### src/rtl/seq_pattern_gen.sv
// rtl/seq_pattern_gen.sv - serial MSB-first bit-pattern transmitter with repeat count
//
// Latches an up-to-W-bit pattern on start and shifts it out MSB-first, one bit
// per clock, repeated reps times (0 counts as 1). All outputs are registered.
//
// Optional feature macro: GEN_GAP_EN
//   defined   : GAP idle cycles (o_valid=0, busy=1) between repetitions (GAP >= 1)
//   undefined : repetitions are sent back-to-back, no GAP state or counter
//
// Ports:
//   clk      in   rising-edge clock
//   resetn   in   asynchronous active-low reset
//   start    in   transfer request, sampled only in IDLE
//   pattern  in   W   bits to send; bit len-1 goes out first
//   len      in   LW  bits per repetition; 0 legal, values > W clamp to W
//   reps     in   CW  repetition count; 0 treated as 1
//   abort    in   synchronous cancel, honoured in SHIFT/GAP
//   o        out  serial data bit
//   o_valid  out  o carries a pattern bit this cycle
//   busy     out  transfer in progress
//   done     out  one-cycle completion pulse

module seq_pattern_gen #(
   parameter int W   = 8,
   parameter int LW  = 4,
   parameter int CW  = 4,
   parameter int GAP = 2
) (
   input  logic          clk,
   input  logic          resetn,
   input  logic          start,
   input  logic [W-1:0]  pattern,
   input  logic [LW-1:0] len,
   input  logic [CW-1:0] reps,
   input  logic          abort,
   output logic          o,
   output logic          o_valid,
   output logic          busy,
   output logic          done
);

   localparam logic [LW-1:0] W_L  = LW'(W);
   localparam logic [LW-1:0] ONE_L = LW'(1);
   localparam logic [CW-1:0] ONE_C = CW'(1);

   typedef enum logic [1:0] {
      S_IDLE  = 2'd0,
      S_SHIFT = 2'd1,
`ifdef GEN_GAP_EN
      S_GAP   = 2'd2,
`endif
      S_FIN   = 2'd3
   } state_t;

`ifdef GEN_GAP_EN
   localparam int GW = (GAP > 1) ? $clog2(GAP + 1) : 1;
   logic [GW-1:0] r_gap_cnt;
`endif

   state_t        r_state;
   logic [W-1:0]  r_pat;      // latched pattern, left-aligned so the first bit sits at MSB
   logic [W-1:0]  r_shift;    // bits still to be sent after the one currently on o
   logic [LW-1:0] r_len;
   logic [LW-1:0] r_bit_cnt;  // bits left in this repetition, including the one on o
   logic [CW-1:0] r_rep_cnt;  // repetitions left, including the current one
   logic          r_o;
   logic          r_o_valid;
   logic          r_busy;
   logic          r_done;

   logic [LW-1:0] w_len_eff;
   logic [CW-1:0] w_reps_eff;
   logic [W-1:0]  w_aligned;

   assign w_len_eff  = (len > W_L) ? W_L : len;
   assign w_reps_eff = (reps == '0) ? ONE_C : reps;
   // Left-align so bit len_eff-1 of the input lands on the MSB.
   assign w_aligned  = pattern << (W_L - w_len_eff);

   always_ff @(posedge clk or negedge resetn) begin
      if (!resetn) begin
         r_state   <= S_IDLE;
         r_pat     <= '0;
         r_shift   <= '0;
         r_len     <= '0;
         r_bit_cnt <= '0;
         r_rep_cnt <= '0;
         r_o       <= 1'b0;
         r_o_valid <= 1'b0;
         r_busy    <= 1'b0;
         r_done    <= 1'b0;
`ifdef GEN_GAP_EN
         r_gap_cnt <= '0;
`endif
      end else begin
         case (r_state)
            S_IDLE: begin
               r_done <= 1'b0;
               if (start) begin
                  r_pat     <= w_aligned;
                  r_len     <= w_len_eff;
                  r_rep_cnt <= w_reps_eff;
                  if (w_len_eff == '0) begin
                     r_state   <= S_FIN;
                     r_done    <= 1'b1;
                     r_busy    <= 1'b0;
                     r_o_valid <= 1'b0;
                     r_o       <= 1'b0;
                  end else begin
                     r_state   <= S_SHIFT;
                     r_o       <= w_aligned[W-1];
                     r_shift   <= w_aligned << 1;
                     r_bit_cnt <= w_len_eff;
                     r_o_valid <= 1'b1;
                     r_busy    <= 1'b1;
                  end
               end
            end

            S_SHIFT: begin
               if (abort) begin
                  r_state   <= S_IDLE;
                  r_o       <= 1'b0;
                  r_o_valid <= 1'b0;
                  r_busy    <= 1'b0;
                  r_done    <= 1'b0;
               end else if (r_bit_cnt > ONE_L) begin
                  r_o       <= r_shift[W-1];
                  r_shift   <= r_shift << 1;
                  r_bit_cnt <= r_bit_cnt - ONE_L;
               end else if (r_rep_cnt > ONE_C) begin
                  r_rep_cnt <= r_rep_cnt - ONE_C;
`ifdef GEN_GAP_EN
                  r_state   <= S_GAP;
                  r_gap_cnt <= GW'(GAP);
                  r_o       <= 1'b0;
                  r_o_valid <= 1'b0;
`else
                  r_o       <= r_pat[W-1];
                  r_shift   <= r_pat << 1;
                  r_bit_cnt <= r_len;
`endif
               end else begin
                  r_state   <= S_FIN;
                  r_o       <= 1'b0;
                  r_o_valid <= 1'b0;
                  r_busy    <= 1'b0;
                  r_done    <= 1'b1;
               end
            end

`ifdef GEN_GAP_EN
            S_GAP: begin
               if (abort) begin
                  r_state   <= S_IDLE;
                  r_o       <= 1'b0;
                  r_o_valid <= 1'b0;
                  r_busy    <= 1'b0;
                  r_done    <= 1'b0;
               end else if (r_gap_cnt > GW'(1)) begin
                  r_gap_cnt <= r_gap_cnt - GW'(1);
               end else begin
                  r_state   <= S_SHIFT;
                  r_o       <= r_pat[W-1];
                  r_shift   <= r_pat << 1;
                  r_bit_cnt <= r_len;
                  r_o_valid <= 1'b1;
               end
            end
`endif

            S_FIN: begin
               // start is deliberately not sampled here; a held start re-triggers from IDLE.
               r_state <= S_IDLE;
               r_done  <= 1'b0;
            end

            default: begin
               r_state   <= S_IDLE;
               r_o       <= 1'b0;
               r_o_valid <= 1'b0;
               r_busy    <= 1'b0;
               r_done    <= 1'b0;
            end
         endcase
      end
   end

   assign o       = r_o;
   assign o_valid = r_o_valid;
   assign busy    = r_busy;
   assign done    = r_done;

endmodule

### config.mk
export PLATFORM = sky130hd
export DESIGN_NAME = seq_pattern_gen
export DESIGN_NICKNAME = d
export VERILOG_FILES = /design/src/rtl/seq_pattern_gen.sv
export SDC_FILE = /design/constraint.sdc
export NUM_CORES = 1
export LEC_CHECK = 0
export ABC_AREA = 1
export CORE_MARGIN = 2
export CORE_UTILIZATION = 50
export DETAILED_ROUTE_END_ITERATION = 6
export PLACE_DENSITY = 0.73
export SYNTH_ARGS = -nofsm -noshare
export SYNTH_HDL_FRONTEND = slang
export SYNTH_SLANG_ARGS = --single-unit
### constraint.sdc
create_clock -name clk -period 1.65 [get_ports clk]
set_clock_uncertainty 0.15 [all_clocks]
set_input_delay 0.33 -clock clk [delete_from_list [all_inputs] [get_ports clk]]
set_output_delay 0.33 -clock clk [all_outputs]
set_load 0.05 [all_outputs]
Word-level counts from Yosys, hierarchy flattened
Cells that the tools add are included.
{ "totals": {"register_bits": 33, "wordCells": 81} }
{ "classes": {"shifts": 1, "order_cmp": 3, "n_mux": 43, "reduce_logical": 11, "add_sub_neg": 3, "bitwise_logic": 1, "n_eq_ne": 10} }
{ "ops": {"columns": ["operator", "count"], "rows": [
  ["$mux 4", 11],
  ["$mux 8", 5],
  ["$pmux 4 s2", 2],
  ["$pmux 8 s2", 1],
  ["$mux 1", 15],
  ["$mux 2", 5],
  ["$ne 2x2->1 const B", 5],
  ["$reduce_and 5->1", 2],
  ["$ne 3x3->1 const B", 3],
  ["$gt 4x1->1 const B", 2],
  ["$logic_not 4->1", 2],
  ["$shl 8x4->8", 1],
  ["$sub 4x1->4 const B", 2],
  ["$pmux 1 s3", 2],
  ["$reduce_and 2->1", 3],
  ["$gt 4x4->1 const B", 1],
  ["$pmux 2 s2", 1],
  ["$reduce_and 4->1", 1],
  ["$sub 4x4->4 const A", 1],
  ["$reduce_and 3->1", 1],
  ["$eq 2x1->1 const B", 1],
  ["$eq 2x2->1 const B", 1],
  ["$logic_not 2->1", 1],
  ["$pmux 1 s2", 1],
  ["other kinds (2)", 2]
]} }

Longest topological paths before layout
{ "depth": {"ltp_word": 7, "ltp_mapped": 15, "mapped_depth_nobuf": 15} }

Worst setup path after synthesis
No wires, ideal clock.
{ "synth_timing": {"path_kind": "input -> register", "from": "in len[1]", "to": "reg r_o (netlist: o)", "required_time_ns": 1.382, "path_stages": 13, "arrival_ns": 1.473, "n_path_buf": 1, "path_slack_ns": -0.091, "cell_sequence": "inv_1 -> nor2_1 -> inv_1 -> ha_1 -> buf_2 -> inv_1 -> nand3_1 -> nand3_1 -> nand2_1 -> nand2_1 -> nand2_1 -> nand2_1 -> nand2_1"} }
{ "synth_via": {"elab_chain_cells": 7, "elab_cells_between_ends": 8} }
{ "synth_rtl": {"columns": ["item", "line", "text"], "rows": [
  ["start: declaration", "33", "input logic [LW-1:0] len,"],
  ["$gt 4x4->1", "75", "assign w_len_eff = (len > W_L) ? W_L : len;"],
  ["$mux 4 (*)", "75", null],
  ["$sub 4x4->4", "78", "assign w_aligned = pattern << (W_L - w_len_eff);"],
  ["$shl 8x4->8", "78", null],
  ["$mux 1 (*)", "103", "if (w_len_eff == '0) begin"],
  ["$mux 1 (*)", "99", "if (start) begin"],
  ["$pmux 1 s3 (*)", "96", "case (r_state)"],
  ["end signal: assignment", "111", "r_o <= w_aligned[W-1];"],
  ["end signal: assignment", "128", "r_o <= r_shift[W-1];"],
  ["end signal: assignment", "139", "r_o <= r_pat[W-1];"],
  ["end: declaration", "66", "logic r_o;"]
]} }
Every way passes the cells marked *; elsewhere a longest branch is shown, timed or not. The select of a mux whose other input is x is not followed.
A chain may end at the register's enable or synchronous reset.

Final worst setup path
{ "layout_timing": {"from": "reg r_bit_cnt[0]", "to": "reg r_bit_cnt[3]"} }
{ "layout_via": {"elab_chain_cells": 4, "elab_cells_between_ends": 7} }
{ "layout_rtl": {"columns": ["item", "line", "text"], "rows": [
  ["start: declaration", "64", "logic [LW-1:0] r_bit_cnt;"],
  ["start signal: assignment", "113", "r_bit_cnt <= w_len_eff;"],
  ["start signal: assignment", "130", "r_bit_cnt <= r_bit_cnt - ONE_L;"],
  ["start signal: assignment", "141", "r_bit_cnt <= r_len;"],
  ["$sub 4x1->4 or $gt 4x1->1 (tied branches)", "130, 127", null],
  ["$mux 4", "127", "end else if (r_bit_cnt > ONE_L) begin"],
  ["$mux 4", "121", "if (abort) begin"],
  ["$pmux 4 s2", "96", null]
]} }
Parallel ways exist; a longest one is shown, timed or not. The select of a mux whose other input is x is not followed.

==> key figures <==
GRT
  • Vias in the first global route: 1977
  • First-pass GRT wire length: 8380 um
  • Initial antenna violation count: 0
  • Total congestion overflow: 0
  • GRT Util Overall: 24.3%
  • Largest net degree at the start of global routing: 33

Layout
  • Layout cells sized above 1: 33.3%
  • Antenna Cells: 0
  • Layout fillers: 298
  • Area Overhead vs Synth: 46.0%
  • Final Util: 75.2%
  • Fin area: 2990 um^2
  • Nets: 387

Drt
  • Via count: 2084
  • Via/cell ratio: 5.05
  • Wirelength, routed: 5210 um
  • Antenna Nets Post-Route: 0
  • Initial DRC Count: 118
  • Pre-Repair DR Iteration Count: 4
  • Routed wire per std cell: 12.6 um
  • DRC: 0

Run
  • Max Cap Viol: 0

Synthesis
  • Biggest area consumer among synthesized cells: dfrtp_1
  • Top cells by area, synth: dfrtp_1, nand2_1, o21ai_0, nand3_1, inv_1
  • Syn nets: 316
  • Post-synth top area share: 39.2%
  • Cell area after synthesis: 2040 um^2
  • Synthesis Warnings: 0
  • Syn Area/Cell: 7.03 um^2
  • Yosys cell types: 30
  • Sequential area share after synthesis: 39.2%
  • Yosys reg bits: 32
  • Synth Instances: 291

STA
  • Final Cycle Share: 102%
  • Tmin final: 1.68 ns
  • FMAX: 596 MHz
  • Hold WS: 0.260 ns
  • Slew Limit Fails: 0
  • Worst-Margin Slew: 0.466 ns
  • Setup violators final: 8
  • Slew HR: 68.6%
  • Final Worst Setup Slack: -0.0274 ns
  • Final setup TNS: -0.0792 ns
  • Fin. Hold Viols: 0
  • Unrepaired setup endpoints after global routing: true

Setup path
  • Startpoint class of the critical path: register
  • CP Data Required Time: 1.67 ns
  • RR Endpoint: r_bit_cnt[3]$_DFFE_PN0P_
  • Critical path data arrival time: 1.70 ns
  • RR Startpoint: r_bit_cnt[0]$_DFFE_PN0P_
  • Crit. End Element: register
  • CP max FO: 5
  • Reg-to-reg slack, setup: -0.03 ns
  • Critical path class: register to register
  • R2R depth: 9

Clocking
  • Hold buffers post-CTS: 0
  • Clock transition at path regs: 0.06 ns
  • Clk sinks: 32
  • Worst skew pair latency: 0.28 ns
  • CTS Root Cell: clkbuf_8
  • Inserted Clock Buffers: 5
  • TritonCTS clock tree: done
  • Deepest level of the CTS H-tree: 2
  • Clk buf depth: 2

Placed design
  • Port Buf Inserts: 23
  • Gpl congestion: 0.882
  • Placed inst area: 2640 um^2
  • HPWL Detailed: 3540 um

Die
  • Die footprint: 4620 um^2
  • Chip width: 67.9 um
  • Initial Utilization: 51.5%
  • Rows: 23
  • Ports: 24
  • Total core area: 3970 um^2
  • Die Y: 67.9 um

Min path
  • Hold/Removal Path Class: primary input to async pin

Power
  • Maximum VDD drop: 0.581 mV
  • Final Power: 5.15 mW
  • Lkg Pwr: 1.47 nW
  • P per Cell Area: 1720 nW/um^2

Run status
  • Outcome: complete, but fails checks
  • Failing checks: negative setup slack
==> how the worst max path moves through the flow <==
stage,start,endpoint,slack (ns),depth (start not counted)
after global placement,len[1],o$_DFFE_PN0P_,-0.66,14
after global routing,r_bit_cnt[0]$_DFFE_PN0P_,r_bit_cnt[3]$_DFFE_PN0P_,-0.14,9
after floorplan,r_bit_cnt[0]$_DFFE_PN0P_,r_shift[3]$_DFFE_PN0P_,-0.03,10
after detailed placement,len[1],o$_DFFE_PN0P_,-0.69,14
final,r_bit_cnt[0]$_DFFE_PN0P_,r_bit_cnt[3]$_DFFE_PN0P_,-0.03,9
after CTS,r_bit_cnt[0]$_DFFE_PN0P_,r_bit_cnt[0]$_DFFE_PN0P_,-0.02,9
==> layer usage <==
layer	global-route usage [%]	part of all wire, %
met2	43.0	52
met1	29.1	44
met4	9.50	1.2
met3	4.44	2.8
met5	0	0
==> state kept, by name, indices dropped and copies added, names as in the netlist <==
signal	flops
r_shift	7
r_len	4
r_bit_cnt	4
o	1
r_state	2
r_pat	8
done	1
r_rep_cnt	4
busy	1
==> kinds of logic (layout without fill, tap and decap cells) <==
kind of cell	Yosys count	count (layout)	share of synthesized area [%]
buf+inv	41	113	8.38
flops	32	32	39.2
compound gates	46	46	13.2
xor+xnor	2	2	0.857
simple gates	165	165	35.4
fa+ha+maj	5	5	3.06
==> worst max-delay path, cell delays in order (launching register included) <==
cell,delay [ns]
dfrtp_2,0.42
inv_2,0.07
ha_4,0.16
o21ai_4,0.19
inv_2,0.07
nand2_2,0.07
nand3_4,0.11
buf_6,0.16
a21oi_2,0.09
a21oi_1,0.07
==> power breakdown <==
part	internal [mW]	switching, mW	leakage [nW]
combinational	1.45	1.66	1.02
clock	0.340	0.285	0.0455
sequential	1.15	0.257	0.397
total	2.94	2.21	1.47
==> what timing repair did <==
action / 4_1_cts / 5_1_grt
cloned: 0 / 1
endpoints found under the setup margin: 26 / 30
setup buffers: 10 / 1
gates resized for setup: 40 / 27
pin swaps: 19 / 10
==> cells in the mapped netlist (all sizes together) <==
cell type and n:
a21oi 5, a22oi 1, a31oi 4, and2 1, buf 7, clkbuf 2, dfrtp 32, ha 5
inv 32, nand2 102, nand3 25, nor2 29, nor3 4, o211ai 6, o21ai 29, o22ai 1
or2 4, xnor2 2
==> final cells by class <==
type                       instances  area (um^2)  share of cell area, %
multi-input combinational        218         1220                   41.0
sequential                        32          802                   26.9
timing repair buffer              72          668                   22.4
inverter                          32          131                   4.40
clock buffer                       8         90.1                   3.02
tap                               50         62.6                   2.10
timing repair inverter             1         7.51                  0.251
==> cells in the final DEF (no fill, tap or decap), drive strengths merged <==
| master | instances |
|---|---|
| nand2 | 102 |
| buf | 54 |
| dfrtp | 32 |
| inv | 31 |
| nor2 | 29 |
| o21ai | 29 |
| nand3 | 25 |
| clkdlybuf4s50 | 15 |
| clkbuf | 9 |
| o211ai | 6 |
| ha | 5 |
| a21oi | 5 |
| a31oi | 4 |
| or2 | 4 |
| nor3 | 4 |
| clkinvlp | 2 |
| xnor2 | 2 |
| dlygate4sd2 | 2 |
| and2 | 1 |
| a22oi | 1 |
| o22ai | 1 |
==> stage by stage <==
stage / instances / setup slack, ns
global route: 413 / -0.143
global placement: 393 / -0.661
CTS: 411 / -0.0204
floorplan: 291 / -0.0270
detailed placement: 393 / -0.690
finish: 413 / -0.0274
(Power assumes the default switching activity.)
